$ cat config.mk
export PLATFORM = sky130hd
export DESIGN_NAME = storage_cmd_master
export DESIGN_NICKNAME = d
export VERILOG_FILES = /design/src/rtl/storage_cmd_master.sv
export SDC_FILE = /design/constraint.sdc
export NUM_CORES = 1
export LEC_CHECK = 0
export CAP_MARGIN = 20
export CORE_MARGIN = 2
export CORE_UTILIZATION = 42
export DETAILED_ROUTE_END_ITERATION = 8
export HOLD_SLACK_MARGIN = 0.12
export PLACE_DENSITY_LB_ADDON = 0.05
export SYNTH_ARGS = -nofsm -noshare
export SYNTH_HDL_FRONTEND = slang
export SYNTH_SLANG_ARGS = --single-unit
$ cat constraint.sdc
create_clock -name clk -period 2.1 [get_ports clk]
set_clock_uncertainty 0.15 [all_clocks]
set_input_delay 0.525 -clock clk [delete_from_list [all_inputs] [get_ports clk]]
set_output_delay 0.525 -clock clk [all_outputs]
set_load 0.1 [all_outputs]
$ cat src/rtl/storage_cmd_master.sv
// rtl/storage_cmd_master.sv - request/response front end issuing single-cycle commands to a word storage
//
// Purpose:
//   Accepts one request at a time (RD, WR, ADD, SUB), presents it to the storage
//   for exactly one cycle, and for reads captures the registered storage output
//   and holds it until the consumer takes it. Outside the issue cycle the storage
//   sees a harmless read of address 0 with zero write data.
//
// Ports:
//   clk, rst              - rising-edge clock, synchronous active-high reset
//   req_valid/req_ready   - request handshake
//   req_op                - 00 RD, 01 WR, 10 ADD, 11 SUB
//   req_addA/B/C          - operand A / read address, operand B, destination
//   req_wdata             - write data
//   cmd, addA/B/C, DQ_i   - command bus to the storage
//   DQ_o                  - registered read data from the storage
//   rsp_valid/rsp_ready   - read response handshake
//   rsp_data              - captured read data
//   busy                  - high whenever the FSM is not idle
//   op_count              - commands issued since reset, wraps at 16 bits

module storage_cmd_master #(
    parameter int MEM_WIDTH  = 16,
    parameter int MEM_LENGTH = 4
) (
    input  logic                  clk,
    input  logic                  rst,
    input  logic                  req_valid,
    output logic                  req_ready,
    input  logic [1:0]            req_op,
    input  logic [MEM_LENGTH-1:0] req_addA,
    input  logic [MEM_LENGTH-1:0] req_addB,
    input  logic [MEM_LENGTH-1:0] req_addC,
    input  logic [MEM_WIDTH-1:0]  req_wdata,
    output logic [1:0]            cmd,
    output logic [MEM_LENGTH-1:0] addA,
    output logic [MEM_LENGTH-1:0] addB,
    output logic [MEM_LENGTH-1:0] addC,
    output logic [MEM_WIDTH-1:0]  DQ_i,
    input  logic [MEM_WIDTH-1:0]  DQ_o,
    output logic                  rsp_valid,
    input  logic                  rsp_ready,
    output logic [MEM_WIDTH-1:0]  rsp_data,
    output logic                  busy,
    output logic [15:0]           op_count
);

    typedef enum logic [1:0] {
        S_IDLE   = 2'd0,
        S_ISSUE  = 2'd1,
        S_RD_CAP = 2'd2,
        S_RSP    = 2'd3
    } state_t;

    localparam logic [1:0] OP_RD = 2'b00;

    state_t                r_state;
    state_t                w_next;

    logic [1:0]            r_op;
    logic [MEM_LENGTH-1:0] r_addA;
    logic [MEM_LENGTH-1:0] r_addB;
    logic [MEM_LENGTH-1:0] r_addC;
    logic [MEM_WIDTH-1:0]  r_wdata;
    logic [MEM_WIDTH-1:0]  r_rsp_data;
    logic [15:0]           r_op_count;

    logic                  w_accept;

    assign w_accept = (r_state == S_IDLE) && req_valid;

    // State register, request capture, counter and response capture.
    always_ff @(posedge clk) begin
        if (rst) begin
            r_state    <= S_IDLE;
            r_op       <= 2'b00;
            r_addA     <= '0;
            r_addB     <= '0;
            r_addC     <= '0;
            r_wdata    <= '0;
            r_rsp_data <= '0;
            r_op_count <= 16'd0;
        end else begin
            r_state <= w_next;
            if (w_accept) begin
                r_op    <= req_op;
                r_addA  <= req_addA;
                r_addB  <= req_addB;
                r_addC  <= req_addC;
                r_wdata <= req_wdata;
            end
            // The command is consumed by the storage on the edge leaving ISSUE.
            if (r_state == S_ISSUE) begin
                r_op_count <= r_op_count + 16'd1;
            end
            // DQ_o here is the result of the RD presented in ISSUE; the idle RD
            // driven during RD_CAP only lands on DQ_o after this edge.
            if (r_state == S_RD_CAP) begin
                r_rsp_data <= DQ_o;
            end
        end
    end

    // Next state and outputs.
    always_comb begin
        w_next    = r_state;
        cmd       = 2'b00;
        addA      = '0;
        addB      = '0;
        addC      = '0;
        DQ_i      = '0;
        req_ready = 1'b0;
        rsp_valid = 1'b0;
        busy      = 1'b1;

        unique case (r_state)
            S_IDLE: begin
                req_ready = 1'b1;
                busy      = 1'b0;
                if (req_valid) begin
                    w_next = S_ISSUE;
                end
            end
            S_ISSUE: begin
                cmd  = r_op;
                addA = r_addA;
                addB = r_addB;
                addC = r_addC;
                DQ_i = r_wdata;
                w_next = (r_op == OP_RD) ? S_RD_CAP : S_IDLE;
            end
            S_RD_CAP: begin
                w_next = S_RSP;
            end
            S_RSP: begin
                rsp_valid = 1'b1;
                if (rsp_ready) begin
                    w_next = S_IDLE;
                end
            end
            default: begin
                w_next = S_IDLE;
            end
        endcase
    end

    assign rsp_data = r_rsp_data;
    assign op_count = r_op_count;

endmodule

==> metrics.cfg, run 1 <==
[power]
p_switching_mw=1.007
peakVddDrop_v=0.0005674
combPwrFrac=0.265
power_mw=3.251
leakage_nw=1.859
p_seq_frac=0.408
power_density_mw_per_mm2=675.5
internal-power_mw=2.244
swShare=0.3098
clkPwrFrac=0.328

[route]
drt-total-wl_um=7221
wl_per_cell_um=13.78
drt-vias-per-instance=4.884
drt_iter0_drc=81
drt-pass1-iter-count=4
drcViolationCount=0
via_count=2559
postRouteAntennaNets=0

[clock_network]
clkSlewWorstSetupHoldPaths_ps=60
insertion_delay_ps=340
cts_buffers=9
cts_tree=built
root_buffer=clkbuf_8
clockBufferDepth=2
htreeDepth=3
clock-sinks=64

[place]
place_area_sq_mm=0.004539
portBuffers=114
place.gp.congestion=0.7612
dp_hpwl_um=4866

[global_route]
grt_pass1_vias=2420
grt_max_degree=65
grt_use_total=0.2165
antenna_found_initial=0
overflow=0
grt_first_pass_wirelength_um=11180

[status]
violations=negative setup slack
outcome=finished with violations

[sta]
fmax_mhz=471.3
holdWs_ps=301.7
min_period_ps=2122
hold_viol_final=0
tightestPinTransition_ps=518.5
finalCritPeriodShare=1.010
rsz0062_at_grt=yes
layout_setup_ws_ps=-21.75
finalSetupViolCount=20
slew_headroom=0.6543
drv_slew=0

[setup_path]
critPathCapture=DQ_i[6]
crit_required_ps=1420
critPathKind=register to output pin
end_kind=output pin
worst_r2r_path_depth=6
worstSetupStartpointType=register
cp_max_fo=16
cp.arrival_ps=1450
ff2ff_setup_slack_ps=130
r2r-end=op_count[15]$_SDFFE_PP0N_

[layout]
seqCellArea_sq_mm=0.001299
fin_util=0.8082
multiInputGateArea_sq_mm=0.001277
final_nets=495
fill_cells=398
drive_gt1_frac=0.3140
antennaDiodeCount=0
post-route-cell-area_sq_mm=0.004813
syn2layout_area_growth_pct=85.94

[floorplan]
fp.dieH_um=82.51
die_width_um=82.51
rows=28
core_sq_mm=0.005956
ios=115
start_util=0.4347
die_area_sq_mm=0.006808

[logic_synthesis]
synth_top_flop_cell=dfxtp_1
synth_edf_count=0
synth-simple-area-share=0.3122
ys_seq_area_frac=0.4949
ys_warn_count=0
synthAdderAreaFrac=0.004833
synth-compound-area-share=0.1092
synthCells=331
syn_area_sq_mm=0.002589
synth-xor-area-share=0.03722
synth.distinct_cells=30
synth_mux_area_frac=0.003867
avgSynthCellArea_sq_um=7.821
ys_seq_elements=64
syn_nets=382
synth_top_family_by_area=simple AND/OR/NAND/NOR gates
async_flop_share=0

[worst_hold_path]
hp-class=register to register

[run]
drv_cap=0

power by group through the flow:
stage	combinational, mW	clock (mW)	sequential (mW)
finish	0.860	1.06	1.33
global route	0.905	1.13	1.33
detailed placement	0.829	0	1.35
floorplan	0.339	0	1.48
CTS	0.836	1.09	1.32
global placement	0.818	0	1.35
how the worst min path moves through the flow:
stage | from | to | slack [ps] | cells past startpoint
final | r_wdata[4]$_SDFFE_PP0P_ | r_wdata[4]$_SDFFE_PP0P_ | 300 | 2
after global routing | r_addB[2]$_SDFFE_PP0P_ | r_addB[2]$_SDFFE_PP0P_ | 320 | 2
after CTS | r_wdata[4]$_SDFFE_PP0P_ | r_wdata[4]$_SDFFE_PP0P_ | 300 | 2
after detailed placement | r_wdata[4]$_SDFFE_PP0P_ | r_wdata[4]$_SDFFE_PP0P_ | 290 | 2
after global placement | r_addA[0]$_SDFFE_PP0P_ | r_addA[0]$_SDFFE_PP0P_ | 290 | 2
after floorplan | r_addA[0]$_SDFFE_PP0P_ | r_addA[0]$_SDFFE_PP0P_ | 280 | 2
routing by layer:
metal  global-route usage  part of all wire  routed length (um)  vias to the layer above
met1               0.2507              0.41                2970                     1180
met4              0.09180             0.021                 149                        0
li1                     -                 -                   -                     1291
met2               0.3621              0.50                3578                       76
met3              0.07609             0.072                 522                       12
met5                    0                 0                   0                        -
what timing repair did:
action,4_1_cts,5_1_grt
endpoints found under the hold margin,0,0
hold buffers,0,0
endpoints found under the setup margin,30,30
gates cloned,0,2
pin swaps,0,8
gates resized for setup,6,12
buffers inserted,1,1
layout make-up:
class	count	share of cell area
repair buffers	125	0.4032
multi-input cells	243	0.2654
well taps	75	0.01950
flip-flops and latches	64	0.2698
inverters	1	0.0007798
clock buffers	13	0.03301
clock inverters	3	0.008318
critical path, cell delays in order (launching register included):
cell and delay (ps):
dfxtp_2 320, and2b_4 290, buf_12 150, and2_2 170, buf_12 170
flip-flops by register name, summed over array words and instances (netlist names), named ones only:
register  cells
op_count     16
r_addA        4
r_addB        4
r_addC        4
r_op          2
r_state       1
r_wdata      16
rsp_data     16
cells in the mapped netlist (2+ instances only):
cell / n / area share
or3_1: 4 / 0.0097
nor3_1: 2 / 0.0039
o21ai_0: 3 / 0.0058
nor2_1: 14 / 0.020
a21oi_1: 52 / 0.10
clkbuf_1: 21 / 0.030
dfxtp_1: 64 / 0.49
nand4_1: 4 / 0.0097
xnor2_1: 5 / 0.017
and2_1: 33 / 0.080
nand2_1: 104 / 0.15
and3_1: 2 / 0.0048
xor2_1: 6 / 0.020
cell usage in the layout (no fill, tap or decap), types with 4 or more instances in the layout:
master,count
a21oi_1,52
and2_2,16
and2_4,14
buf_12,69
buf_4,5
clkbuf_8,11
clkdlybuf4s50_1,48
dfxtp_1,50
dfxtp_2,14
nand2_1,104
nand4_1,4
nor2_1,13
or3_1,4
xnor2_1,5
xor2_1,6
cell families after synthesis:
logic type               count (synthesis)
multiplexers                             1
AND/OR/NAND/NOR                        174
adder cells (fa/ha/maj)                  1
AO/OA/AOI/OAI                           56
XOR/XNOR                                11
buffers and inverters                   24
flip-flops                              64
per-stage QoR:
stage	setup WS, ps	cells	setup TNS [ps]
after floorplan	-116.0	331	-3526
after global placement	271.8	504	0
after detailed placement	239.3	504	0
after CTS	-30.62	521	-654.7
after global routing	-63.61	524	-1395
final	-21.75	524	-282.5
Power figures use the tool's default switching activity.
==> run 2, diff against run 1 <==
Settings changed: CAP_MARGIN 20 to 5, CORE_MARGIN 2 to unset.
==> run 2 against run 1 <==
  * The flow still finishes with violations (negative setup slack)
  * Count of clock-buffer cells in the layout unchanged
  * Via count about the same
  * Global-route usage up 1.4 points
  * Hold slack about the same
  * Non-clock buffer count shrank 3
  * Maximum frequency decreased by 0.16%
  * First-iteration DRC count increased by 25%
  * Flip-flop and latch count unchanged
  * Sequential power about the same
  * Wire length down 4.5%
  * Critical path type unchanged
  * Largest cell class unchanged
  * Largest power group unchanged
==> metrics.cfg, run 2 (synthesis results as in run 1) <==
[clock_network]
cts_buffers=9  ; unchanged
clock-sinks=64  ; unchanged
clkSlewWorstSetupHoldPaths_ps=70  ; was 60 ps
root_buffer=clkbuf_8  ; unchanged
htreeDepth=3  ; unchanged
clockBufferDepth=2  ; unchanged
cts_tree=built  ; unchanged
insertion_delay_ps=330  ; was 340 ps

[setup_path]
cp_max_fo=31  ; was 16
cpPeakStageDelay_ps=330  ; was 320 ps
critical-path-top-delay-family=simple AND/OR/NAND/NOR gates  ; unchanged
worstSetupStartpointType=register  ; unchanged
cp.buffers_inverters=2  ; unchanged
worstPathCellList=and2b_2 > buf_12 > and2_2 > buf_12  ; was and2b_4 > buf_12 > and2_2 > buf_12
cp_slowest_cell=dfxtp_2  ; unchanged
end_kind=output pin  ; unchanged
crit_required_ps=1420  ; about the same
critPathKind=register to output pin  ; unchanged
cp_common_cell=buf_12  ; unchanged
cp.arrival_ps=1450  ; about the same

[route]
postRouteAntennaNets=0  ; unchanged
via_count=2557  ; was 2559
drt-total-wl_um=6894  ; was 7221 um
drt_iter0_drc=101  ; was 81
drt-pass1-iter-count=4  ; unchanged
drt-vias-per-instance=4.917  ; was 4.884
wl_per_cell_um=13.26  ; was 13.78 um
drcViolationCount=0  ; unchanged

[global_route]
grt_pass1_vias=2461  ; was 2420
antenna_found_initial=0  ; unchanged
grt_use_total=0.2301  ; was 0.2165
grt_first_pass_wirelength_um=11250  ; was 11180 um
overflow=0  ; unchanged
grt_max_degree=65  ; unchanged

[place]
placed_cells=503  ; was 504
place_area_sq_mm=0.004519  ; was 0.004539 sq mm
place.gp.congestion=0.7360  ; was 0.7612
portBuffers=114  ; unchanged
dp_hpwl_um=4750  ; was 4866 um

[layout]
drive_gt1_frac=0.3079  ; was 0.3140
fin_util=0.8014  ; was 0.8082
post-route-cell-area_sq_mm=0.004745  ; was 0.004813 sq mm
layout.cells.non_filler=520  ; was 524
antennaDiodeCount=0  ; unchanged
final_nets=492  ; was 495
syn2layout_area_growth_pct=83.28  ; was 85.94%
final_common_cell=nand2_1  ; unchanged
layout_common_cells=104 x nand2_1, 68 x buf_12, 52 x a21oi_1, 50 x dfxtp_1, 48 x clkdlybuf4s50_1  ; was 104 x nand2_1, 69 x buf_12, 52 x a21oi_1, 50 x dfxtp_1, 48 x clkdlybuf4s50_1

[sta]
tightestPinTransition_ps=536.8  ; was 518.5 ps
drv_slew=0  ; unchanged
fmax_mhz=470.5  ; was 471.3 MHz
layout_setup_ws_ps=-25.20  ; was -21.75 ps
rsz0062_at_grt=yes  ; unchanged
tns_ps=-396.1  ; was -282.5 ps
hold_viol_final=0  ; unchanged
finalCritPeriodShare=1.012  ; was 1.010
finalSetupViolCount=29  ; was 20
slew_headroom=0.6421  ; was 0.6543
min_period_ps=2125  ; was 2122 ps
holdWs_ps=301.5  ; was 301.7 ps

[floorplan]
rows=28  ; unchanged
start_util=0.4372  ; was 0.4347
die_area_sq_mm=0.006482  ; was 0.006808 sq mm
fp.dieH_um=80.51  ; was 82.51 um
core_sq_mm=0.005921  ; was 0.005956 sq mm
die_width_um=80.51  ; was 82.51 um
ios=115  ; unchanged

[run]
drv_cap=0  ; unchanged

[power]
leakage_nw=1.820  ; was 1.859 nW
peakVddDrop_v=0.0004985  ; was 0.0005674 V
power_density_mw_per_mm2=684.6  ; was 675.5 mW/mm^2

[status]
outcome=finished with violations  ; unchanged
violations=negative setup slack  ; unchanged

[worst_hold_path]
hp-class=register to register  ; unchanged

run 2: cell types whose count changed in the layout (fill, tap and decap cells not counted), sizes merged:
cell and delta:
clkinvlp +1, clkinv -2, buf -2, clkbuf -1
run 2: repair_timing:
action	4_1_cts	5_1_grt
hold buffers	0	0
setup buffers	2	0
pin swaps	0	1
resized for setup	2	1
endpoints found under the setup margin	30	31
run 2: cell type report:
cell class | instances | area [sq um]
repair buffers | 122 | 1884
flip-flops and latches | 64 | 1299
multi-input cells | 243 | 1257
fillers | 382 | 1176
clock buffers | 13 | 168.9
well taps | 75 | 93.84
clock inverters | 2 | 37.54
inverters | 1 | 3.754
run 2: path summary, 6_finish.rpt:
kind                               start                        end  slack (ps)  cells after the start
setup / recovery                register                    DQ_i[6]         -30                      4
hold / removal    r_addC[2]$_SDFFE_PP0P_     r_addC[2]$_SDFFE_PP0P_         300                      2
setup reg to reg                register  op_count[15]$_SDFFE_PP0N_         220                      5
hold reg to reg   r_addC[2]$_SDFFE_PP0P_     r_addC[2]$_SDFFE_PP0P_         300                      2
run 2: worst register-to-register path, cell delays in order (launching register included):
cell and delay [ps]:
dfxtp_2 320, buf_4 130, nand3b_2 240, or2_1 330, or4_1 490, a21oi_1 140
run 2: power breakdown:
group          switching (mW)  internal, mW
clock network           0.461         0.640
logic                   0.493         0.329
registers              0.0446          1.28
total                   0.999          2.25
run 2: layer usage:
layer  track usage  vias up  share of wire
met4        0.1214        0          0.019
li1              -     1283              -
met5             0        -              0
met2        0.3864       86           0.51
met1        0.2603     1173           0.41
met3       0.06932       15          0.068
run 2: per-stage QoR:
step	setup WS [ps]	total power, mW
floorplan	-116.0	1.818
global placement	275.2	2.155
detailed placement	239.0	2.170
CTS	-26.05	3.276
global route	-62.94	3.367
finish	-25.20	3.248
==> run 3, diff against run 2 <==
Settings changed: CELL_PAD_IN_SITES_DETAIL_PLACEMENT set to 1, CELL_PAD_IN_SITES_GLOBAL_PLACEMENT set to 1, CORE_UTILIZATION 42 to 29.
==> run 3 against run 2 <==
  * The flow still finishes with violations (negative setup slack)
  * Hold slack got worse by 2.8 ps
  * Wire length grew 18%
  * Final cell count rose by 7.3%
  * Register-to-register slack hardly changed
  * Sequential power is essentially flat
  * Final area up 2.3%
  * First-iteration DRC count fell by 62%
  * Via count rose by 1.9%
  * Non-clock buffer count increased by 4
  * Flip-flop and latch count stayed put
==> metrics.cfg, run 3 (synthesis results as in run 1) <==
[status]
outcome=finished with violations  ; unchanged
violations=negative setup slack  ; unchanged

[floorplan]
ios=115  ; unchanged
core_sq_mm=0.008678  ; was 0.005921 sq mm
rows=34  ; was 28
start_util=0.2983  ; was 0.4372
die_area_sq_mm=0.009308  ; was 0.006482 sq mm
die_width_um=96.48  ; was 80.51 um
fp.dieH_um=96.48  ; was 80.51 um

[layout]
syn2layout_area_growth_pct=87.53  ; was 83.28%
fin_util=0.5594  ; was 0.8014
drive_gt1_frac=0.3178  ; was 0.3079
layout_common_cells=104 x nand2_1, 68 x buf_12, 52 x a21oi_1, 50 x dfxtp_1, 48 x clkdlybuf4s50_1  ; unchanged
post-route-cell-area_sq_mm=0.004855  ; was 0.004745 sq mm
antennaDiodeCount=0  ; unchanged
final_nets=496  ; was 492
final_common_cell=nand2_1  ; unchanged

[setup_path]
cp.buffers_inverters=2  ; unchanged
end_kind=output pin  ; unchanged
r2r-end=op_count[15]$_SDFFE_PP0N_  ; unchanged
worstPathCellList=and2b_4 > buf_12 > and2_2 > buf_12  ; was and2b_2 > buf_12 > and2_2 > buf_12
cp_max_fo=16  ; was 31
worst_r2r_path_depth=5  ; unchanged
cp_common_cell=buf_12  ; unchanged
worstSetupStartpointType=register  ; unchanged
critPathKind=register to output pin  ; unchanged
cp.arrival_ps=1470  ; was 1450 ps
cp_slowest_cell=dfxtp_2  ; unchanged
crit_required_ps=1420  ; about the same
cpPeakStageDelay_ps=320  ; was 330 ps
critical-path-top-delay-family=simple AND/OR/NAND/NOR gates  ; unchanged
ff2ff_setup_slack_ps=220  ; about the same

[power]
peakVddDrop_v=0.0004583  ; was 0.0004985 V
leakage_nw=1.855  ; was 1.820 nW
power_density_mw_per_mm2=676.5  ; was 684.6 mW/mm^2

[clock_network]
hold_buffers=0  ; unchanged
htreeDepth=3  ; unchanged
insertion_delay_ps=340  ; was 330 ps
cts_tree=built  ; unchanged
cts_buffers=9  ; unchanged
clock-sinks=64  ; unchanged
clkSlewWorstSetupHoldPaths_ps=70  ; about the same
root_buffer=clkbuf_8  ; unchanged
clockBufferDepth=2  ; unchanged

[run]
drv_cap=0  ; unchanged

[route]
wl_per_cell_um=14.58  ; was 13.26 um
drt-total-wl_um=8137  ; was 6894 um
via_count=2606  ; was 2557
met1_length_um=3232  ; was 2806 um
postRouteAntennaNets=0  ; unchanged
drt_iter0_drc=38  ; was 101
drt-pass1-iter-count=4  ; unchanged
drt-vias-per-instance=4.670  ; was 4.917
wl_met3_um=542  ; was 467 um
top_layer_used=met4  ; unchanged
wl_met2_um=4260  ; was 3489 um
drcViolationCount=0  ; unchanged

[global_route]
grt_max_degree=65  ; unchanged
grt_pass1_vias=2673  ; was 2461
grt_use_total=0.1889  ; was 0.2301
grt_first_pass_wirelength_um=13030  ; was 11250 um
overflow=0  ; unchanged
antenna_found_initial=0  ; unchanged

[place]
pre_cts_slack_ps=205.8  ; was 239.0 ps
place_area_sq_mm=0.004576  ; was 0.004519 sq mm
dp_hpwl_um=5667  ; was 4750 um
portBuffers=114  ; unchanged
place.gp.congestion=0.6988  ; was 0.7360

[sta]
finalSetupViolCount=30  ; was 29
hold_viol_final=0  ; unchanged
min_period_ps=2141  ; was 2125 ps
fmax_mhz=467.0  ; was 470.5 MHz
tns_ps=-642.9  ; was -396.1 ps
slew_headroom=0.6285  ; was 0.6421
drv_slew=0  ; unchanged
finalCritPeriodShare=1.020  ; was 1.012
holdWs_ps=298.7  ; was 301.5 ps
rsz0062_at_grt=yes  ; unchanged
tightestPinTransition_ps=557.2  ; was 536.8 ps
layout_setup_ws_ps=-41.43  ; was -25.20 ps

[worst_hold_path]
whs_endpoint=r_wdata[2]$_SDFFE_PP0P_  ; was r_addC[2]$_SDFFE_PP0P_
hp-class=register to register  ; unchanged
min_path_cells=2  ; unchanged
hold_start=r_wdata[2]$_SDFFE_PP0P_  ; was r_addC[2]$_SDFFE_PP0P_

==> run 3: cell count changes in the layout (fill, tap and decap cells not counted), moves of 2 or more <==
cell,change
and2_4,+14
and2_2,-14
clkinv_2,+2
buf_4,+3
==> run 3: how the worst max path moves through the flow <==
stage	endpoint	startpoint	cells after the start	slack (ps)
after floorplan	DQ_i[0]	r_state[0]$_SDFFE_PP0P_	4	-120
after CTS	DQ_i[13]	register	4	-80
final	DQ_i[13]	register	4	-40
after global placement	DQ_i[12]	register	4	260
after global routing	DQ_i[3]	register	4	-120
after detailed placement	DQ_i[6]	register	4	210
==> run 3: area by class of cell <==
class                      count  area, sq um
inverter                       1        3.754
sequential                    64         1299
fill                         969         3824
clock buffer                  11        151.4
clock inverter                 5        55.05
timing repair buffer         126         1934
multi-input combinational    243         1276
tap                          108        135.1
==> run 3: worst reg2reg max path: cells and delay by family (launching register included) <==
kind / cells / cell delay (ps)
simple gates: 3 / 1080
flops: 1 / 320
compound gates: 1 / 150
buf+inv: 1 / 130
==> run 3: metrics by stage <==
step | cells | total power, mW
5_1_grt | 558 | 3.436
6_report | 558 | 3.284
3_3_place_gp | 538 | 2.173
3_5_place_dp | 538 | 2.193
2_1_floorplan | 331 | 1.818
4_1_cts | 558 | 3.337
==> run 3: routing by layer <==
layer  track usage  vias to the layer above
met5             0                        -
met4       0.06250                        0
met3       0.07277                       10
met2        0.3392                       65
met1        0.2019                     1241
li1              -                     1290
==> run 3: report_power, final <==
part	total, mW	switching, mW	internal [mW]
clock	1.09	0.486	0.609
combinational	0.862	0.511	0.352
sequential	1.33	0.0470	1.28
==> run 3: timing repair <==
item                       4_1_cts  5_1_grt
setup buffers                    3        0
pin swaps                        5        2
setup endpoints to repair       30       31
cloned                           1        0
resized for setup               18        1
==> RTL change: new RTL, config.mk and constraints of run 2 <==
Put one more register stage on the output `op_count`, with the module's reset. The value now appears one clock later. The other outputs are not delayed to match.
--- a/src/rtl/storage_cmd_master.sv
+++ b/src/rtl/storage_cmd_master.sv
@@ -146,5 +146,11 @@
 
     assign rsp_data = r_rsp_data;
-    assign op_count = r_op_count;
+    always_ff @(posedge clk) begin
+        if (rst) begin
+            op_count <= '0;
+        end else begin
+            op_count <= r_op_count;
+        end
+    end
 
 endmodule
Behaviour: not the same (a bounded check fails within 4 cycles, from zero or initial values and one cycle with rst high).
==> RTL change against run 2 <==
Setup slack improved by 0.048 ns; final area rose by 9.8%; wire length rose by 4.8%; sequential cell count rose by 16; power rose by 13%; worst hold slack got worse by 0.00062 ns; highest routed layer unchanged; synthesized area rose by 17%.
==> RTL change: results (changes against run 2) <==
{
  "synth_nets": {"value": 418, "change": "+9.4%"},
  "syn-instance-count": {"value": 367, "change": "+11%"},
  "ir_worst_vdd": {"value": 0.557, "unit": "mV", "change": "+12%"},
  "grt_max_degree": {"value": 81, "change": "+25%"},
  "post-layout-total-power": {"value": 3.68, "unit": "mW", "change": "+13%"},
  "detailedPlacementHpwl": {"value": 5.12, "unit": "mm", "change": "+7.8%"},
  "dr_wl_met3": {"value": 609, "unit": "microns", "change": "+30%"},
  "globalRouteMet3Util": {"value": 8.91, "unit": "%", "change": "+2.0 points"},
  "worst_skew_pair.late_latency": {"value": 0.35, "unit": "ns", "change": "+0.02 ns"},
  "synth.area.mux_share": {"value": 0.330, "unit": "%", "change": "-0.057 points"},
  "wl_met1": {"value": 2.64, "unit": "mm", "change": "-5.9%"},
  "dpl_worst_slack": {"value": 0.247, "unit": "ns", "change": "+0.00796 ns"},
  "switching_share": {"value": 28.9, "unit": "%", "change": "-1.8 points"},
  "synth_compound_gate_area_share": {"value": 9.32, "unit": "%", "change": "-1.6 points"},
  "vias": {"value": 2724, "change": "+6.5%"},
  "fill_cells": {"value": 496, "change": "+30%"},
  "gp_congestion": {"value": 0.746, "change": "+1.4%"},
  "synthAdderAreaFrac": {"value": 0.413, "unit": "%", "change": "-0.071 points"},
  "run_status": "complete, no violations",
  "post_synth_main_area_contributors": "sky130_fd_sc_hd__dfxtp_1 (53%), sky130_fd_sc_hd__nand2_1 (13%), sky130_fd_sc_hd__a21oi_1 (8.6%), sky130_fd_sc_hd__and2_1 (6.8%), sky130_fd_sc_hd__nor2b_1 (3.5%)",
  "p_comb_share": {"value": 22.1, "unit": "%", "change": "-3.2 points"},
  "power.clock.fraction": {"value": 33.5, "unit": "%", "change": "-0.4 points"},
  "netlist_cell_types": {"value": 29, "change": "-3.3%"},
  "grt_use_met2": {"value": 36.3, "unit": "%", "change": "-2.4 points"},
  "final-max-slew-violation-count": {"value": 0, "change": "unchanged"},
  "groute.usage.overall": {"value": 20.4, "unit": "%", "change": "-2.6 points"},
  "post_synth_most_frequent_cells": "sky130_fd_sc_hd__nand2_1 (104), sky130_fd_sc_hd__dfxtp_1 (80), sky130_fd_sc_hd__a21oi_1 (52)",
  "leakagePower": {"value": 2.01, "unit": "nW", "change": "+11%"},
  "detail_route.iter0.violations": {"value": 53, "change": "-48%"},
  "nets": {"value": 526, "change": "+6.9%"},
  "placed_cells_incl_taps": {"value": 559, "change": "+11%"},
  "detail_route.wl_per_cell": {"value": 12.5, "unit": "microns", "change": "-5.4%"},
  "placement.cell_area": {"value": 0.00497, "unit": "sq mm", "change": "+10%"},
  "drive_gt1_share": {"value": 25.6, "unit": "%", "change": "-5.2 points"},
  "wire_length_of_the_first_global_routing_pass": {"value": 11.9, "unit": "mm", "change": "+5.8%"},
  "area_share_of_xor_xnor_cells_in_the_synthesized_design": {"value": 3.18, "unit": "%", "change": "-0.55 points"}
}
-- RTL change: final timing paths --
kind                                                 start                           to  slack [ns]  cells after the start
worst max register to register  r_op_count[3]$_SDFFE_PP0N_  r_op_count[15]$_SDFFE_PP0N_        0.26                      4
worst min register to register      r_addB[2]$_SDFFE_PP0P_       r_addB[2]$_SDFFE_PP0P_        0.30                      2
worst max-delay path               r_state[0]$_SDFFE_PP0P_                      addB[3]        0.02                      4
worst min-delay path                r_addB[2]$_SDFFE_PP0P_       r_addB[2]$_SDFFE_PP0P_        0.30                      2
-- RTL change: layout make-up --
cell class | instances | area (sq um) | area share (%)
repair buffers | 122 | 1880 | 36.2
clock buffers | 11 | 141 | 2.72
flip-flops and latches | 80 | 1600 | 30.8
clock inverters | 5 | 78.8 | 1.51
well taps | 96 | 120 | 2.31
multi-input cells | 260 | 1370 | 26.4
inverters | 2 | 7.51 | 0.144
-- RTL change: what timing repair did --
action,4_1_cts,5_1_grt
buffers inserted,1,0
setup endpoints to repair,30,30
resized for setup,2,1
